## config.mk

```make
export PLATFORM = sky130hd
export DESIGN_NAME = alu_writeback
export DESIGN_NICKNAME = d
export VERILOG_FILES = /design/src/rtl/alu_writeback.sv
export SDC_FILE = /design/constraint.sdc
export NUM_CORES = 1
export LEC_CHECK = 0
export ABC_AREA = 1
export CORE_MARGIN = 8
export CORE_UTILIZATION = 41
export CTS_BUF_LIST = sky130_fd_sc_hd__clkbuf_2 sky130_fd_sc_hd__clkbuf_4 sky130_fd_sc_hd__clkbuf_8
export CTS_CLUSTER_DIAMETER = 50
export DETAILED_ROUTE_END_ITERATION = 10
export GPL_ROUTABILITY_DRIVEN = 0
export PLACE_DENSITY_LB_ADDON = 0.3
export SETUP_SLACK_MARGIN = 0.05
export SKIP_LAST_GASP = 1
export SLEW_MARGIN = 20
export SYNTH_ARGS = -nofsm -noshare
export SYNTH_HDL_FRONTEND = slang
export SYNTH_SLANG_ARGS = --single-unit
```

## constraint.sdc

```tcl
create_clock -name clk -period 1.7 [get_ports clk]
set_clock_uncertainty 0.1 [all_clocks]
set_input_delay 0.425 -clock clk [delete_from_list [all_inputs] [get_ports clk]]
set_output_delay 0.425 -clock clk [all_outputs]
set_load 0.02 [all_outputs]
```

## src/rtl/alu_writeback.sv

```systemverilog
// rtl/alu_writeback.sv - ALU result/flag retirement: SC update and 2-entry writeback queue
module alu_writeback #(
    parameter logic [7:0] SC_RESET = 8'hC0
) (
    input  logic        clk,
    input  logic        reset,
    input  logic        in_valid,
    output logic        in_ready,
    input  logic [15:0] in_result,
    input  logic [3:0]  in_flags,
    input  logic [3:0]  in_flag_mask,
    input  logic        in_size,
    input  logic        in_write,
    input  logic [3:0]  in_dest,
    input  logic [15:0] in_dest_old,
    input  logic        sc_wr,
    input  logic [7:0]  sc_wdata,
    output logic [7:0]  sc,
    output logic        wb_valid,
    input  logic        wb_ready,
    output logic [3:0]  wb_dest,
    output logic [15:0] wb_data
);

    logic [1:0]  count;
    logic        head;
    logic        tail;
    logic [3:0]  dest_q [2];
    logic [15:0] data_q [2];
    logic        acc;
    logic        push;
    logic        pop;
    logic [15:0] merged;

    // in_ready depends only on registered count, never on wb_ready
    assign in_ready = (count < 2'd2);
    assign wb_valid = (count != 2'd0);
    assign acc      = in_valid & in_ready;
    assign push     = acc & in_write;
    assign pop      = wb_valid & wb_ready;
    assign tail     = head ^ count[0];
    assign merged   = in_size ? in_result : {in_dest_old[15:8], in_result[7:0]};

    assign wb_dest  = wb_valid ? dest_q[head] : 4'd0;
    assign wb_data  = wb_valid ? data_q[head] : 16'd0;

    always_ff @(posedge clk or posedge reset) begin
        if (reset) begin
            count <= 2'd0;
            head  <= 1'b0;
            for (int i = 0; i < 2; i++) begin
                dest_q[i] <= 4'd0;
                data_q[i] <= 16'd0;
            end
        end else begin
            if (push) begin
                dest_q[tail] <= in_dest;
                data_q[tail] <= merged;
            end
            if (pop)
                head <= ~head;
            case ({push, pop})
                2'b10:   count <= count + 2'd1;
                2'b01:   count <= count - 2'd1;
                default: count <= count;
            endcase
        end
    end

    // A direct SC write overrides any same-cycle ALU flag update
    always_ff @(posedge clk or posedge reset) begin
        if (reset)
            sc <= SC_RESET;
        else if (sc_wr)
            sc <= sc_wdata;
        else if (acc)
            sc <= {sc[7:4], (in_flag_mask & in_flags) | (~in_flag_mask & sc[3:0])};
    end

endmodule

```

==> impl_metrics.tcl <==
set metrics [dict create \
    cp.arrival_ns 1.36 \
    via_per_inst 5.03 \
    root_buffer "clkbuf_8" \
    fin_nets 519 \
    synthFlopType "dfrtp_1" \
    synth_common_cells "193 x nand2_1, 49 x dfrtp_1, 49 x nand3_1, 20 x a21oi_1, 14 x buf_2" \
    multi_input_area_sq_um 1390 \
    grt_pass1_vias 2551 \
    finalCriticalPeriod_ns 1.89 \
    first_iter_violations 104 \
    worstSetupEndpoint "wb_data[14]" \
    tritoncts "built" \
    synth_top_cell_by_area "dfrtp_1" \
    n_fill_cell 508 \
    dp.final_hpwl_microns 5060 \
    outcome "finished with violations" \
    routed_wl_microns 7790 \
    vias 2702 \
    syn-num-nets 415 \
    drtPass1Iterations 4 \
    p_leak_nw 2.07 \
    hold_path_class "register to register" \
    reg2reg_from "count[1]" \
    rsz0062_at_grt "true" \
    cellPowerDensity_nw_per_um2 1750 \
    grt_start_max_net_pins 52 \
    wl_per_cell_microns 14.5 \
    synthDistinctLibCells 16 \
    final_core_util_pct 67.2 \
    crit_required_ns 1.17 \
    synth_area_leaders "dfrtp_1 48%, nand2_1 28%, nand3_1 9.6%" \
    netlist.area_leader.share_pct 47.8 \
    drive_gt1_share_pct 30.2 \
    r2r_cells 12 \
    yosys_warnings 0 \
    reg2reg_slack_ns -0.04 \
    cts.sinks 51 \
    antennaDiodeCount 0 \
    async_flop_share_pct 100 \
    synth-edff-count 0 \
    drc 0 \
    fin_area_sq_um 4170 \
    period_share_pct 111 \
    final_hold_viol_count 0 \
    area_delta_synth_final_pct 62.5 \
    fp-row-count 29 \
    track_usage_pct 16.1 \
    seqCellArea_sq_um 1280 \
    fmax_mhz 530 \
    reg2reg_to "count[1]" \
    violations "setup timing" \
    fin_ws_ns -0.186 \
    ant_nets 0 \
    path_clk_slew_ns 0.10 \
    grt-ovfl-total 0 \
    slew_headroom_pct 80.7 \
    port_buffers 80 \
    synth_cells 355 \
    timing.hold.ws_ns 0.363 \
    start_kind "register" \
    core_area_sq_um 6200 \
    dieHeight_microns 95.1 \
    synth-seq-area-share_pct 49.8 \
    crit_fanout 6 \
    grt_first_pass_wirelength_microns 11600 \
    synth_most_common_cell "nand2_1" \
    antenna_found_initial 0 \
    synth_area_sq_um 2570 \
    worst-setup-path-type "register to primary output" \
    clk_latency_ns 0.31 \
    slew_violations 0 \
    cts_buffers 5 \
    ios 89 \
    synth-seq-cells 51 \
    ir_drop_mv 0.987 \
    clock_path_buffers 2 \
    worstMarginPinSlew_ns 0.289 \
    setup_viol 23 \
    postPlaceCellArea_sq_um 3670 \
    cp-end-kind "primary output" \
    die-area_sq_um 9050 \
    htreeDepth 2 \
    avgSynthCellArea_sq_um 7.23 \
    drv_cap 0 \
    start_util_pct 41.4 \
    die_x_microns 95.1 \
    startpoint "count[0]" \
]
-- per-stage QoR --
step	TNS, ns	total power, mW	instances	setup WS [ns]
after global placement	-8.03	5.46	517	-0.253
after floorplan	0	4.02	355	0.0528
after global routing	-5.83	7.73	537	-0.236
final	-3.54	7.28	537	-0.186
after detailed placement	-8.78	5.55	517	-0.259
after CTS	-2.84	6.57	531	-0.155
-- critical path, stage by stage, from the launching register on --
cell	delay (ns)
dfrtp_1	0.43
nor2_4	0.15
buf_4	0.15
buf_8	0.13
a21oi_2	0.04
buf_4	0.15
-- cells by family after synthesis --
logic type | synth area share (%)
flops | 49.8
fa+ha+maj | 0.487
buf+inv | 6.24
simple gates | 38.9
compound gates | 3.90
xor+xnor | 0.682
-- cell usage in the layout, fill, tap and decap left out --
cell               n
a21oi_2           16
a21oi_4            4
buf_12             5
buf_16             1
buf_2              2
buf_4             23
buf_6             24
buf_8              6
clkbuf_16          1
clkbuf_4           1
clkbuf_8           5
clkdlybuf4s50_1   50
clkinv_4           4
clkinvlp_4         1
dfrtp_1           48
dfrtp_2            1
dfstp_2            2
dlygate4sd2_1      6
ha_4               1
inv_1              6
inv_2              3
inv_4              1
nand2_1          158
nand2_2           28
nand2_4            6
nand2_8            1
nand3_1           49
nand4_1            1
nor2_1             1
nor2_2             1
nor2_4             2
xnor2_1            1
xor2_1             1
-- worst min-delay path by stage --
stage,startpoint,end,slack [ns],depth (start not counted)
finish,sc[7],sc[7],0.36,2
global route,sc[6],sc[6],0.38,2
CTS,sc[7],sc[7],0.37,2
detailed placement,sc[7],sc[7],0.36,2
global placement,sc[7],sc[7],0.35,2
floorplan,data_q[0],data_q[0],0.34,2
-- power by group --
group / switching [mW] / internal, mW
sequential: 0.350 / 1.70
clock: 0.408 / 0.312
combinational: 2.42 / 2.09
total: 3.18 / 4.11
-- state kept, by name, summed over array words and instances (netlist names), named ones only --
name    cells
count       2
data_q     32
dest_q      8
head        1
sc          4
-- layer usage --
metal	track usage [%]	wire, microns
met1	19.1	3130
met5	0	0
met4	4.94	124
met3	4.17	504
met2	27.6	4030
-- timing repair --
item | in CTS | in global routing
pin swaps | 1 | 10
setup endpoints to repair | 31 | 65
gates resized for setup | 144 | 86
cloned | 2 | 3
buffers inserted | 4 | 3
hold buffers | 0 | 0
-- cell type report --
class / count / share of cell area, %
Clock buffer: 6 / 1.83
Clock inverter: 2 / 0.420
Inverter: 13 / 1.56
Multi-Input combinational cell: 270 / 33.3
Sequential cell: 51 / 30.7
Tap cell: 77 / 2.31
Timing Repair Buffer: 118 / 29.9
No activity file was read; power rests on OpenSTA's default activity.
